$ cat src/rtl/if_pkg.sv
// Shared types and constants for the instruction-fetch stage.
package if_pkg;

   localparam int unsigned DEF_ADDR_W  = 32;
   localparam int unsigned DEF_INSTR_W = 32;
   localparam int unsigned PC_STEP     = 4;

   // Decode treats an all-zero word as a NOP.
   localparam logic [DEF_INSTR_W-1:0] NOP_INSTR = '0;

   typedef struct packed {
      logic [DEF_ADDR_W-1:0]  pc;
      logic [DEF_INSTR_W-1:0] instr;
   } fetch_entry_t;

endpackage

$ cat src/rtl/fetch_fifo.sv
// Small synchronous FIFO holding fetched {pc, instr} entries ahead of decode.
module fetch_fifo
   import if_pkg::*;
#(
   parameter int unsigned  DEPTH   = 2,
   parameter type          entry_t = fetch_entry_t,
   localparam int unsigned CNT_W   = $clog2(DEPTH + 1),
   localparam int unsigned PTR_W   = (DEPTH > 1) ? $clog2(DEPTH) : 1
) (
   input  logic             clk,
   input  logic             rst_n,
   input  logic             flush,
   input  logic             push,
   input  entry_t           push_data,
   input  logic             pop,
   output entry_t           pop_data,
   output logic [CNT_W-1:0] count,
   output logic             empty,
   output logic             full
);

   entry_t           mem_q [DEPTH];
   logic [PTR_W-1:0] wr_ptr_q;
   logic [PTR_W-1:0] rd_ptr_q;
   logic [CNT_W-1:0] count_q;
   logic             do_push;
   logic             do_pop;

   function automatic logic [PTR_W-1:0] ptr_inc(input logic [PTR_W-1:0] p);
      return (p == PTR_W'(DEPTH - 1)) ? '0 : p + PTR_W'(1);
   endfunction

   assign empty    = (count_q == '0);
   assign full     = (count_q == CNT_W'(DEPTH));
   assign count    = count_q;
   assign do_pop   = pop && !empty;
   assign do_push  = push && (!full || do_pop);
   assign pop_data = mem_q[rd_ptr_q];

   // Pointers and occupancy; flush wins over a push at the same edge.
   always_ff @(posedge clk or negedge rst_n) begin
      if (!rst_n) begin
         wr_ptr_q <= '0;
         rd_ptr_q <= '0;
         count_q  <= '0;
      end else if (flush) begin
         wr_ptr_q <= '0;
         rd_ptr_q <= '0;
         count_q  <= '0;
      end else begin
         if (do_push) wr_ptr_q <= ptr_inc(wr_ptr_q);
         if (do_pop)  rd_ptr_q <= ptr_inc(rd_ptr_q);
         count_q <= count_q + CNT_W'(do_push) - CNT_W'(do_pop);
      end
   end

   // Entry storage has no reset; occupancy alone says which slots are live.
   always_ff @(posedge clk) begin
      if (do_push && !flush) mem_q[wr_ptr_q] <= push_data;
   end

endmodule

$ cat src/rtl/if_fetch_stage.sv
// Instruction-fetch stage: owns the PC, issues in-order word fetches under a
// credit limit, buffers responses and feeds the decode-facing output register.
module if_fetch_stage
   import if_pkg::*;
#(
   parameter int unsigned       ADDR_W   = DEF_ADDR_W,
   parameter int unsigned       INSTR_W  = DEF_INSTR_W,
   parameter int unsigned       DEPTH    = 2,
   parameter logic [ADDR_W-1:0] RESET_PC = '0
) (
   input  logic               clk,
   input  logic               rst_n,
   input  logic               freeze,
   input  logic               branch_taken,
   input  logic [ADDR_W-1:0]  branch_target,
   output logic               imem_req_valid,
   input  logic               imem_req_ready,
   output logic [ADDR_W-1:0]  imem_addr,
   input  logic               imem_rsp_valid,
   input  logic [INSTR_W-1:0] imem_rsp_data,
   output logic               if_valid,
   output logic [INSTR_W-1:0] if_instr,
   output logic [ADDR_W-1:0]  if_pc,
   output logic [ADDR_W-1:0]  if_pc_next
);

   localparam int unsigned       CNT_W   = $clog2(DEPTH + 1);
   localparam logic [CNT_W:0]    CREDITS = (CNT_W + 1)'(DEPTH);
   localparam logic [ADDR_W-1:0] STEP    = ADDR_W'(PC_STEP);

   typedef struct packed {
      logic [ADDR_W-1:0]  pc;
      logic [INSTR_W-1:0] instr;
   } entry_t;

   logic [ADDR_W-1:0]  pc_q;
   logic [ADDR_W-1:0]  resp_pc_q;
   logic [CNT_W-1:0]   outstanding_q;
   logic [CNT_W-1:0]   outstanding_d;
   logic [CNT_W-1:0]   drop_q;
   logic               if_valid_q;
   logic [INSTR_W-1:0] if_instr_q;
   logic [ADDR_W-1:0]  if_pc_q;
   logic [ADDR_W-1:0]  if_pc_next_q;

   logic [ADDR_W-1:0]  target_aligned;
   logic               unused_target_lsb;
   logic [CNT_W:0]     in_use;
   logic               req_fire;
   logic               out_load;
   logic               fifo_push;
   logic               fifo_pop;
   logic               fifo_empty;
   logic               fifo_full;
   logic [CNT_W-1:0]   fifo_count;
   entry_t             fifo_in;
   entry_t             fifo_head;

   assign target_aligned    = {branch_target[ADDR_W-1:2], 2'b00};
   assign unused_target_lsb = ^branch_target[1:0];

   // Output register may take a new entry when decode is not holding a real one.
   assign out_load = !freeze || !if_valid_q;
   assign fifo_pop = !branch_taken && out_load && !fifo_empty;

   // Slots committed = in flight + buffered; a pop this cycle frees one slot,
   // which is what sustains one fetch per cycle at single-cycle memory latency.
   assign in_use = {1'b0, outstanding_q} + {1'b0, fifo_count} - {{CNT_W{1'b0}}, fifo_pop};

   assign imem_req_valid = rst_n && !branch_taken && (in_use < CREDITS);
   assign imem_addr      = pc_q;
   assign req_fire       = imem_req_valid && imem_req_ready;

   // Responses are discarded while stale fetches drain, and in the redirect cycle.
   assign fifo_push     = imem_rsp_valid && (drop_q == '0) && !branch_taken && !fifo_full;
   assign fifo_in.pc    = resp_pc_q;
   assign fifo_in.instr = imem_rsp_data;

   assign outstanding_d = outstanding_q + CNT_W'(req_fire) - CNT_W'(imem_rsp_valid);

   fetch_fifo #(
      .DEPTH   (DEPTH),
      .entry_t (entry_t)
   ) u_fifo (
      .clk       (clk),
      .rst_n     (rst_n),
      .flush     (branch_taken),
      .push      (fifo_push),
      .push_data (fifo_in),
      .pop       (fifo_pop),
      .pop_data  (fifo_head),
      .count     (fifo_count),
      .empty     (fifo_empty),
      .full      (fifo_full)
   );

   // PC, in-flight count, stale-response drop count and response tag.
   always_ff @(posedge clk or negedge rst_n) begin
      if (!rst_n) begin
         pc_q          <= RESET_PC;
         resp_pc_q     <= RESET_PC;
         outstanding_q <= '0;
         drop_q        <= '0;
      end else begin
         outstanding_q <= outstanding_d;
         if (branch_taken) begin
            pc_q      <= target_aligned;
            resp_pc_q <= target_aligned;
            // Everything still in flight after this cycle belongs to the old path.
            drop_q    <= outstanding_d;
         end else begin
            if (req_fire)  pc_q      <= pc_q + STEP;
            if (fifo_push) resp_pc_q <= resp_pc_q + STEP;
            if (imem_rsp_valid && (drop_q != '0)) drop_q <= drop_q - CNT_W'(1);
         end
      end
   end

   // Decode-facing register: flushed by redirect, held by freeze, else refilled.
   always_ff @(posedge clk or negedge rst_n) begin
      if (!rst_n) begin
         if_valid_q   <= 1'b0;
         if_instr_q   <= INSTR_W'(NOP_INSTR);
         if_pc_q      <= '0;
         if_pc_next_q <= '0;
      end else if (branch_taken) begin
         if_valid_q <= 1'b0;
      end else if (fifo_pop) begin
         if_valid_q   <= 1'b1;
         if_instr_q   <= fifo_head.instr;
         if_pc_q      <= fifo_head.pc;
         if_pc_next_q <= fifo_head.pc + STEP;
      end else if (out_load) begin
         if_valid_q <= 1'b0;
      end
   end

   assign if_valid   = if_valid_q;
   assign if_instr   = if_instr_q;
   assign if_pc      = if_pc_q;
   assign if_pc_next = if_pc_next_q;

endmodule
$ cat config.mk
export PLATFORM = sky130hd
export DESIGN_NAME = if_fetch_stage
export DESIGN_NICKNAME = d
export VERILOG_FILES = /design/src/rtl/if_pkg.sv /design/src/rtl/fetch_fifo.sv /design/src/rtl/if_fetch_stage.sv
export SDC_FILE = /design/constraint.sdc
export NUM_CORES = 1
export LEC_CHECK = 0
export CORE_ASPECT_RATIO = 0.75
export CORE_MARGIN = 10
export CORE_UTILIZATION = 54
export DETAILED_ROUTE_END_ITERATION = 10
export PLACE_DENSITY = 0.8
export SYNTH_ARGS = -nofsm -noshare
export SYNTH_HDL_FRONTEND = slang
export SYNTH_HIERARCHICAL = 1
export SYNTH_SLANG_ARGS = --single-unit
$ cat constraint.sdc
create_clock -name clk -period 9.35 [get_ports clk]
set_input_delay 1.4025 -clock clk [delete_from_list [all_inputs] [get_ports clk]]
set_output_delay 1.4025 -clock clk [all_outputs]
set_load 0.01 [all_outputs]
After elaboration in Yosys (flattened, before gate mapping):

Memories as Yosys holds them, arrays and structs flattened.
Cells that the tools add are included.

* RAM bits: 128
* bits of input ports: 70
* flip-flop bits (word level): 169
* memories kept: 1

Memory list
* u_fifo.mem_q: words 2, width 64, read ports 1, clocked after Yosys merged registers in 0, write ports 1, RTL line fetch_fifo.sv:22 `entry_t mem_q [DEPTH];`

* reduce and logical (&&, ||, !) cells: 29
* equal/unequal tests: 1
* multiplexer cells: 18
* $lt $le $gt $ge: 1
* bitwise gates (word level): 1
* $add $sub $neg: 12

Operators with widths (count)
* 32-bit two-way mux: 4
* 32-bit by 3-bit adder with 32-bit output (second input constant): 3
* 1-bit logical AND: 12
* 2-bit nonzero test: 6
* 1-bit two-way mux: 11
* 2-bit two-way mux: 3
* 1-bit zero test: 5
* 2-bit by 1-bit adder with 2-bit output: 2
* 2-bit zero test: 2
* 2-bit by 1-bit subtractor with 2-bit output: 2
* 2-bit by 2-bit adder with 3-bit output: 1
* 3-bit by 2-bit < comparator with 1-bit output (second input constant): 1
* 3-bit nonzero test: 1
* 3-bit by 1-bit subtractor with 3-bit output: 1
* 1-bit adder (second input constant): 2
* 2-bit == test (second input constant): 1
* 1-bit logical OR: 2
* 2-bit AND reduction: 1
* 2-bit by 1-bit subtractor with 2-bit output (second input constant): 1
* 1-bit NOT: 1

Logic depth before layout (Yosys ltp):

Gate-level depths: netlist (run 1).

* depth after elaboration: 11
* mapped depth: 18
* depth with buffers taken out: 17

By module:

Netlist (run 1), hierarchy kept.

By module, submodules not included
* if_fetch_stage: times used 1, cells each 831, area each 7733.7 um^2
* fetch_fifo: times used 1, cells each 228, area each 4902.2 um^2

Worst setup path before layout (run 1):

OpenSTA, ideal clock, no wires.

* kind: in2reg
* start point: input branch_taken
* end point: memory u_fifo/mem_q[1][0] (netlist name) (enable)
* path buffers: 3
* required time: 8.772 ns
* arrival: 7.083 ns
* setup slack: 1.689 ns
* library setup time: 0.578 ns
* cell stages on the path: 6
* path through: buf_2 -> buf_1 -> clkbuf_1 -> nor2_1 -> o21ai_2 -> nor3b_1

RTL lines
* start: declaration: RTL line if_fetch_stage.sv:14 `input logic branch_taken,`
* 1-bit zero test: RTL line if_fetch_stage.sv:75 `assign fifo_push = imem_rsp_valid && (drop_q == '0) && !branch_taken && !fifo_full;`
* 1-bit logical AND (2 in a row): RTL line if_fetch_stage.sv:75
* net fifo_push: RTL line if_fetch_stage.sv:51 `logic fifo_push;`
* 1-bit logical AND: RTL line fetch_fifo.sv:37 `assign do_push = push && (!full || do_pop);`
* 1-bit logical AND: RTL line fetch_fifo.sv:59 `if (do_push && !flush) mem_q[wr_ptr_q] <= push_data;`
* 1-bit two-way mux: RTL line fetch_fifo.sv:59
* 1-bit two-way mux (implied by the code): RTL line fetch_fifo.sv:59
* end: declaration: RTL line fetch_fifo.sv:22

The timed path passes the listed nets, and every way through them passes these cells.

Final worst setup path (run 1):

* start point: input branch_taken
* end point: output imem_req_valid

* longest elaborated chain between the ends: 6

RTL lines
* 1-bit zero test (*): RTL line if_fetch_stage.sv:64, if_fetch_stage.sv:70
* 1-bit logical AND (2 in a row): RTL line if_fetch_stage.sv:64 `assign fifo_pop = !branch_taken && out_load && !fifo_empty;`
* 3-bit by 1-bit subtractor with 3-bit output: RTL line if_fetch_stage.sv:68 `assign in_use = {1'b0, outstanding_q} + {1'b0, fifo_count} - {{CNT_W{1'b0}}, fifo_pop};`
* 3-bit by 2-bit < comparator with 1-bit output: RTL line if_fetch_stage.sv:70 `assign imem_req_valid = rst_n && !branch_taken && (in_use < CREDITS);`
* 1-bit logical AND (*): RTL line if_fetch_stage.sv:70
* end: declaration: RTL line if_fetch_stage.sv:16 `output logic imem_req_valid,`

Mark *: on every way between the ends. The rest lies on a longest branch, timed or not.

==> summary.md, run 1 <==
| Metric | Value |
|---|---|
| Measured slew at the worst slew-check pin | `just under 1000 ps` |
| Synth Area in Simple Gates | `16.4%` |
| Post-CTS sizing | `0` |
| HP Start | `if_instr[21]` |
| Final Total Pwr | `between 3 and 4 mW` |
| Pre-antenna DRT Iters | `5` |
| Cts hold-fix bufs | `0` |
| IO Count | `200` |
| LEAKAGE | `about 6.3 nW` |
| Final hold violation count | `0` |
| Critical Path RT | `approximately 8000 ps` |
| Worst path max stage delay | `roughly 640 ps` |
| Worst r2r src | `u_fifo/count[1]` |
| Post-synthesis compound-gate area fraction | `4.75%` |
| Share of layout cells above drive strength 1 | `8.72%` |
| Placement Rows | `between 40 and 50` |
| CTS root buf | `clkbuf_16` |
| Slew Viols, Final | `0` |
| Crit path max-delay family | `buffers and inverters` |
| Die ar. | `0.0300 sq mm` |
| Syn Area/Cell | `between 10 and 15 sq um` |
| All-Layer GR Usage | `19.6%` |
| Global-route wire length before repair | `about 48 mm` |
| PD cells | `about 240 mW/mm^2` |
| Synth top area share | `about a third` |
| Final wirelength | `around 30 mm` |
| Routability congestion estimate | `0.915` |
| Critical-path cell list | `buf_2 -> buf_4 -> nor2_1 -> nand2_4 -> inv_2 -> nor2b_1 -> o21ai_0 -> fa_1 -> xnor2_1 -> nor4bb_1 -> clkdlybuf4s50_1` |
| Antenna violations before repair | `0` |
| Port-buffer cells | `roughly 200` |
| Placed wire-length estimate | `20.3 mm` |
| Final setup viols | `0` |
| Maxcap violations | `0` |
| Post-CTS setup buffer count | `0` |
| Seq cells post-synth | `between 200 and 300` |
| Via count | `roughly 8600` |
| Hold WC Path Type | `flop to flop` |
| Most frequent cells after synthesis | `nand2_1, dfrtp_1, edfxtp_1` |
| Nets | `~1300` |
| CP max-delay cell | `clkdlybuf4s50_1` |
| Clock buffer depth | `3` |
| CTS tree | `done` |
| Number of synthesis warnings | `6` |
| Diode count | `0` |
| Slew margin rel. | `between 30% and 40%` |
| Max Clk Rate | `176 MHz` |
| Top-count cell post-synth | `nand2_1` |
| Antenna-violating nets left | `0` |
| Synth unique cells | `66` |
| Fin crit share | `60.7%` |
| Post-Syn Area | `around 0.013 sq mm` |
| Vias in the first global route | `8752` |
| TNS Setup | `0 ps` |
| Core area | `about 0.023 sq mm` |
| Synth area leader | `dfrtp_1` |
| Min Tclk post-route | `roughly 5700 ps` |
| Area growth syn-to-layout | `24.9%` |
| Top cells by area, synth | `dfrtp_1, edfxtp_1, nand2_1, mux2_1, xor2_1` |
| Num Clock Sinks | `approximately 290` |
| Status | `completed` |
| Critical Path Source | `branch_taken` |
| VDD IR max | `roughly 0.16 mV` |
| Clk pin slew, worst setup/hold paths | `60 ps` |
| Sum of buffers and inverters on the critical path | `4` |
| Combinational family with the most area after synthesis | `simple AND/OR/NAND/NOR gates` |
| Sequential share of the synthesized area | `between 60% and 70%` |
| GR Overflow Total | `0` |
| Post-synthesis mux area share | `under 10%` |
| Dominant register cell in the synthesized netlist | `dfrtp_1` |
| Die H | `between 150 and 200 microns` |
| Starting DRT DRC Count | `about 700` |
| DR vias/cell | `roughly 5.5` |
| Final Core Density | `between 60 and 70%` |
| Crit path DAT | `4280 ps` |
| Starting Density | `54.9%` |
| Finished Cell Area | `between 0.015 and 0.02 sq mm` |
| EDFF count, synth | `~130` |
| Largest net degree at the start of global routing | `roughly 100` |
| RSZ-0062 raised after global routing | `no` |
| CP Max Fanout | `55` |
| Post-synthesis xor/xnor area fraction | `under 10%` |
| Clock H-tree levels | `1` |
| Worst setup SP type | `input port` |
| Die Wd | `slightly below 200 microns` |
| Gate Count Post-Synth | `between 1000 and 1500` |
| Crit path capture type | `output pin` |
| Placed cell area | `~0.015 sq mm` |
| Post-Route Skew | `between 7 and 8 ps` |
| DRC violations left | `0` |
| Worst-Skew Late Latency | `approximately 530 ps` |
| Synth Area in Adders | `less than 1%` |
| Wire length per cell | `approximately 19 microns` |
| Critical path class | `input port to output pin` |
| FFs w/ async S/R, synth | `about 56%` |
| CTS Buf Count | `28` |
state kept, by name, indices dropped and copies added, names as in the netlist, 30 cells and up:
signal and cells:
if_instr 32, if_pc 32, if_pc_next 30, imem_addr 30, resp_pc_q 30, u_fifo/mem_q 128
cell families after synthesis:
group,count (synthesis)
AO/OA/AOI/OAI,98
multiplexers,82
adder cells (fa/ha/maj),9
flip-flops,291
other,1
buffers and inverters,65
XOR/XNOR,78
AND/OR/NAND/NOR,435
cell usage in the layout (no fill, tap or decap), drive strengths merged, types with 13 or more instances in the layout:
cell,n
a21oi,15
and3,13
buf,13
clkbuf,37
clkdlybuf4s50,193
dfrtp,163
edfxtp,128
inv,16
mux2,82
nand2,261
nand3,41
nand4,34
nor2,33
o21ai,48
xnor2,27
xor2,51
path summary, 6_finish.rpt:
| kind | slack (ps) | cells after the start | endpoint |
|---|---|---|---|
| max in group asynchronous | 7350 | 2 | if_instr[6] |
| worst min-delay path | 470 | 2 | if_instr[21] |
| worst max register to register | 4990 | 16 | drop_q[1] |
| worst min register to register | 470 | 2 | if_instr[21] |
| min in group asynchronous | 840 | 1 | resp_pc_q[21] |
| worst max-delay path | 3670 | 11 | imem_req_valid |
per-stage QoR:
step | setup WS [ps] | instances | hold slack, ps
floorplan | 1690 | 1064 | 462
global placement | 3650 | 1521 | 456
detailed placement | 3680 | 1521 | 461
CTS | 3650 | 1573 | 477
global route | 3520 | 1573 | 496
finish | 3670 | 1573 | 472
power by group:
group	leakage, nW	switching (mW)	internal, mW	total [mW]
clock network	0.465	0.473	0.693	1.17
logic	2.69	0.426	0.485	0.911
registers	3.19	0.161	1.58	1.74
total	6.34	1.06	2.75	3.81
tightest hold or removal path, stage by stage, from the launching register on:
cell and delay, ps:
dfrtp_1 340, nand2_1 50, nand2_1 50
cell type report:
type	instances	area, sq um
sequential	291	7920
clock inverter	15	176
clock buffer	37	776
inverter	16	60.1
multi-input combinational	708	4440
tap	300	375
timing repair buffer	206	2030
fill	1677	7220
layer usage:
metal  wire (microns)  track usage, %
met5                0               0
met4              441            3.89
met3             1800            3.52
met2            14500            31.8
met1            13300            27.2
Power figures use the tool's default switching activity.
==> inputs of run 2 (changes only) <==
- clock period: 9.35 -> 5.33 ns (I/O delays scaled with it)
==> run 2 against run 1 <==
Via count rose by 2.0%. Clock power rose by 65%. Count of clock-buffer cells in the layout rose by 1. Largest cell class unchanged. Non-clock buffer count unchanged. Critical endpoint unchanged. Combinational power up 77%. First-iteration DRC count shrank 2.1%. Hold slack worse by 290 ps. Final area decreased by 0.31%. Wire length rose by 3.1%. Die area stayed put.
==> summary.md, run 2 (same netlist as run 1, synthesis figures left out) <==
| Metric | Value |
|---|---|
| Status | `completed` |
| Maxcap violations | `0` |
| Clock H-tree levels | `1` |
| Antenna violations before repair | `0` |
| DRC violations left | `0` |
| Post-CTS sizing | `0` |
| Final Core Density | `68.4%` |
| Worst path max stage delay | `around 660 ps` |
| Die H | `about 150 microns` |
| Crit path DAT | `~3700 ps` |
| Starting Density | `a little over half` |
| Clk pin slew, worst setup/hold paths | `roughly 60 ps` |
| Critical path class | `flop to output pin` |
| Global-route wire length before repair | `slightly below 50 mm` |
| Worst-Skew Late Latency | `roughly 530 ps` |
| Core area | `between 0.02 and 0.025 sq mm` |
| RSZ-0062 raised after global routing | `no` |
| DR vias/cell | `about 5.6` |
| Max Clk Rate | `roughly 220 MHz` |
| Final wirelength | `~31 mm` |
| Die Wd | `around 200 microns` |
| Placed wire-length estimate | `between 20 and 25 mm` |
| Nets | `1330` |
| Post-Route Skew | `~9.4 ps` |
| Placement Rows | `48` |
| Starting DRT DRC Count | `slightly below 700` |
| Post-CTS setup buffer count | `0` |
| CTS tree | `done` |
| Cts hold-fix bufs | `0` |
| Via count | `between 8000 and 9000` |
| Top reg by flops | `u_fifo/mem_q` |
| All-Layer GR Usage | `between 20% and 30%` |
| Share of layout cells above drive strength 1 | `under 10%` |
| Final setup viols | `0` |
| Measured slew at the worst slew-check pin | `1010 ps` |
| Port-buffer cells | `~200` |
| Vias in the first global route | `between 8000 and 9000` |
| GR Overflow Total | `0` |
| Pre-antenna DRT Iters | `6` |
| Num Clock Sinks | `~290` |
| Commonest non-fill, non-tap cells in the layout | `nand2_1, clkdlybuf4s50_1, dfrtp_1, edfxtp_1` |
| Worst setup SP type | `flop` |
| CP most frequent cell | `nor2_1` |
| LEAKAGE | `roughly 6.3 nW` |
| Max reg flops | `between 100 and 150` |
| Wire length per cell | `19.7 microns` |
| PD cells | `between 400 and 500 mW/mm^2` |
| VDD IR max | `slightly above 0.3 mV` |
| Slew margin rel. | `around a third` |
| CP max-delay cell | `clkdlybuf4s50_1` |
| Finished Layout Cells | `about 1600` |
| TNS Setup | `0 ps` |
| Fin crit share | `83.6%` |
| Placed cell count | `1521` |
| Final hold violation count | `0` |
| Routability congestion estimate | `0.909` |
| Area growth syn-to-layout | `24.5%` |
| Sum of buffers and inverters on the critical path | `1` |
| Crit path capture type | `output pin` |
| Clock buffer depth | `3` |
| CTS Buf Count | `28` |
| Crit path max-delay family | `simple AND/OR/NAND/NOR gates` |
| Diode count | `0` |
| Critical-path cell list | `nor2_1 -> nor2_1 -> nand2_4 -> nor2_1 -> o21ai_0 -> fa_1 -> xnor2_1 -> nor4bb_1 -> clkdlybuf4s50_1` |
| Hold WC Path Type | `input port to async pin` |
| Critical Path RT | `4530 ps` |
| Final Total Pwr | `6.59 mW` |
| CTS root buf | `clkbuf_16` |
| IO Count | `200` |
| Most common cell after layout, fill and taps aside | `nand2_1` |
| CP Max Fanout | `18` |
| Slew Viols, Final | `0` |
| Largest net degree at the start of global routing | `between 100 and 150` |
| Min Tclk post-route | `roughly 4500 ps` |
| Die ar. | `around 0.03 sq mm` |
| Antenna-violating nets left | `0` |
==> run 2: cell count changes in the layout (fill, tap and decap cells not counted), sizes merged <==
| cell | change |
|---|---|
| clkinvlp | -1 |
| bufinv | -2 |
| clkinv | +2 |
| clkbuf | +1 |
==> run 2: routing by layer <==
| metal | routed length (microns) | up-vias | track usage (%) |
|---|---|---|---|
| li1 | - | 4095 | - |
| met1 | 13200 | 4410 | 27.0 |
| met2 | 15400 | 257 | 33.6 |
| met3 | 1860 | 43 | 3.96 |
| met4 | 507 | 0 | 4.32 |
| met5 | 0 | - | 0 |
==> run 2: area by class of cell <==
type | count | area, sq um
clock buffers | 38 | 779
well taps | 300 | 375
repair buffers | 206 | 2030
fillers | 1686 | 7270
multi-input cells | 708 | 4450
inverters | 16 | 60.1
clock inverters | 14 | 111
flip-flops and latches | 291 | 7920
==> run 2: path summary, 6_finish.rpt <==
check	startpoint	to	slack, ps	cells after the start
worst min-delay path	rst_n	if_instr[2]	180	1
max in group asynchronous	rst_n	if_pc[8]	3130	3
worst max register to register	u_fifo/count[0]	drop_q[1]	1360	17
min in group clk	if_instr[24]	if_instr[24]	470	2
worst max-delay path	u_fifo/count[0]	imem_req_valid	870	9
worst min register to register	if_instr[24]	if_instr[24]	470	2
==> run 2: power breakdown <==
part,switching [mW],total (mW),internal (mW),leakage [nW]
clock,0.810,1.93,1.12,0.439
combinational,0.762,1.61,0.852,2.69
sequential,0.287,3.05,2.77,3.19
total,1.86,6.59,4.73,6.32
==> run 2: worst register-to-register path, cell delays in order, from the launching register on <==
cell and delay [ps]:
dfrtp_1 490, nor2_1 110, nor2_1 180, nand2_4 180, nor2_1 260, o21ai_0 170
fa_1 410, xnor2_1 390, nor2_2 70, buf_4 210, inv_1 430, ha_1 340
inv_1 60, ha_1 140, xnor2_1 130, xnor2_1 170, nand2_1 70, o21ai_0 90
==> run 2: metrics by stage <==
stage	setup WS, ps	instance area (sq um)	hold WS (ps)
after floorplan	530	12700	462
after global placement	956	14800	457
after detailed placement	868	14800	461
after CTS	884	15700	184
after global routing	677	15700	193
final	874	15700	180
==> inputs of run 3 (changes only) <==
- CORE_UTILIZATION: 54 -> 49
- PLACE_DENSITY: 0.8 -> 0.77
- clock period: 5.33 -> 4 ns (I/O delays scaled with it)
==> run 3 against run 2 <==
Non-clock buffer count up 8. Largest cell class unchanged. Largest power group unchanged. First-iteration DRC count down 14%. Via count down 2.6%. Combinational power up 34%.
==> summary.md, run 3 (same netlist as run 1, synthesis figures left out) <==
| Metric | Value |
|---|---|
| Status | `completed` |
| Via count | `between 8000 and 9000` |
| GR Overflow Total | `0` |
| Worst-Skew Late Latency | `about 550 ps` |
| Crit path max-delay family | `simple AND/OR/NAND/NOR gates` |
| Wire length per cell | `roughly 19 microns` |
| CTS Buf Count | `28` |
| Slew Viols, Final | `0` |
| IO Count | `200` |
| Maxcap violations | `0` |
| Placed wire-length estimate | `around 21 mm` |
| Die ar. | `0.0327 sq mm` |
| Finished Cell Area | `between 0.015 and 0.02 sq mm` |
| Max Clk Rate | `~300 MHz` |
| Sum of buffers and inverters on the critical path | `1` |
| Die H | `159 microns` |
| PD cells | `~570 mW/mm^2` |
| Crit path capture type | `output pin` |
| VDD IR max | `0.366 mV` |
| Critical path class | `flop to output pin` |
| RSZ-0062 raised after global routing | `no` |
| Commonest non-fill, non-tap cells in the layout | `nand2_1, clkdlybuf4s50_1, dfrtp_1, edfxtp_1` |
| PnR worst setup slack | `~600 ps` |
| Final setup viols | `0` |
| LEAKAGE | `6.47 nW` |
| All-Layer GR Usage | `between 10% and 20%` |
| Critical-path cell list | `nor2_1 -> nor2_1 -> nand2_4 -> nor2_1 -> o21ai_0 -> fa_1 -> xnor2_1 -> nor4bb_1 -> dlymetal6s2s_1` |
| Placement Rows | `50` |
| Clk network pwr share | `32.0%` |
| Routability congestion estimate | `~0.88` |
| CP max-delay cell | `dfrtp_2` |
| Final Total Pwr | `just over 9 mW` |
| Area growth syn-to-layout | `27.0%` |
| Max Used Layer | `met4` |
| DR WL met3 | `1.78 mm` |
| Final wirelength | `about 31 mm` |
| Sequential share of power | `44.4%` |
| Worst setup SP type | `flop` |
| Post-CTS setup buffer count | `0` |
| Starting DRT DRC Count | `between 500 and 600` |
| TNS Setup | `0 ps` |
| Largest net degree at the start of global routing | `slightly below 100` |
| Top reg by flops | `u_fifo/mem_q` |
| Pre-antenna DRT Iters | `5` |
| DRC violations left | `0` |
| Measured slew at the worst slew-check pin | `around 910 ps` |
| Hold WC Path Type | `input port to async pin` |
| Clock H-tree levels | `1` |
| Placed cell area | `0.0150 sq mm` |
| Port-buffer cells | `around 200` |
| Met2 WL | `~15 mm` |
| Clock buffer depth | `3` |
| Antenna-violating nets left | `0` |
| Die Wd | `a little over 200 microns` |
| Crit path DAT | `roughly 2800 ps` |
| Min Tclk post-route | `about 3400 ps` |
| Share of layout cells above drive strength 1 | `9.99%` |
| Sw Ratio | `~28%` |
| Post-Route Skew | `about 28 ps` |
| Worst path max stage delay | `~430 ps` |
| Global-route wire length before repair | `between 40 and 50 mm` |
| Max reg flops | `128` |
| Slew margin rel. | `between 30% and 40%` |
| FF-to-FF setup slack | `around 900 ps` |
| Antenna violations before repair | `0` |
| CTS tree | `done` |
| Comb pwr share | `23.6%` |
| Met1 wire length | `~14 mm` |
| Setup WS pre-CTS | `416 ps` |
| Fin crit share | `a little over four fifths` |
| Starting Density | `around half` |
| Diode count | `0` |
| Critical Path RT | `roughly 3400 ps` |
| Sw Pwr | `2.52 mW` |
| Vias in the first global route | `around 8700` |
| Clk pin slew, worst setup/hold paths | `about 70 ps` |
| DR vias/cell | `around 5.3` |
| Nets | `about 1300` |
| Core area | `0.0251 sq mm` |
| Int Power | `6.63 mW` |
| CP Max Fanout | `7` |
| Final hold violation count | `0` |
| CTS root buf | `clkbuf_16` |
| CP most frequent cell | `nor2_1` |
| Num Clock Sinks | `just under 300` |
| Most common cell after layout, fill and taps aside | `nand2_1` |
run 3: cell types whose count changed in the layout (fill, tap and decap cells not counted), sizes merged:
cell,previous run,this run
clkdlybuf4s50,193,192
dlymetal6s2s,0,1
clkinv,12,4
dlygate4sd3,0,1
inv,16,19
bufinv,2,3
clkbuf,38,42
buf,13,20
run 3: area by class of cell:
cell class	count	area, sq um
inverter	16	60.1
sequential	291	7930
multi-input combinational	708	4450
tap	338	423
fill	1963	9110
clock buffer	42	923
timing repair buffer	214	2120
clock inverter	10	133
run 3: power by group through the flow:
stage	combinational [mW]	clock (mW)	sequential, mW
finish	2.16	2.93	4.06
global route	2.37	3.11	4.13
CTS	2.22	2.99	4.06
detailed placement	2.20	0	4.11
global placement	2.14	0	4.10
floorplan	0.676	0	4.25
run 3: path summary, 6_finish.rpt:
check	from	endpoint	depth (start not counted)
worst max-delay path	u_fifo/count[1]	imem_req_valid	9
worst min-delay path	rst_n	imem_addr[8]	2
worst max register to register	u_fifo/count[1]	drop_q[1]	16
worst min register to register	if_instr[3]	if_instr[3]	2
max in group asynchronous	rst_n	u_fifo/rd_ptr_q	4
min in group clk	branch_taken	if_pc[15]	5
run 3: repair_timing:
| item | CTS | global route |
|---|---|---|
| endpoints found under the hold margin | 9 | 0 |
| endpoints found under the setup margin | 0 | 1 |
| resized for setup | 0 | 3 |
| hold buffers | 1 | 0 |
run 3: layer usage:
metal  up-vias  GRT usage (%)
li1       4104              -
met1      4210           24.5
met2       226           30.7
met3        32           3.45
met4         0           3.87
met5         -              0
run 3: stage by stage:
| stage | utilization (%) | instances | hold slack, ps |
|---|---|---|---|
| after global placement | 59.5 | 1566 | 449 |
| after global routing | 63.8 | 1619 | 470 |
| final | 63.8 | 1619 | 467 |
| after floorplan | - | 1064 | 304 |
| after CTS | 63.8 | 1619 | 444 |
| after detailed placement | 59.5 | 1566 | 452 |
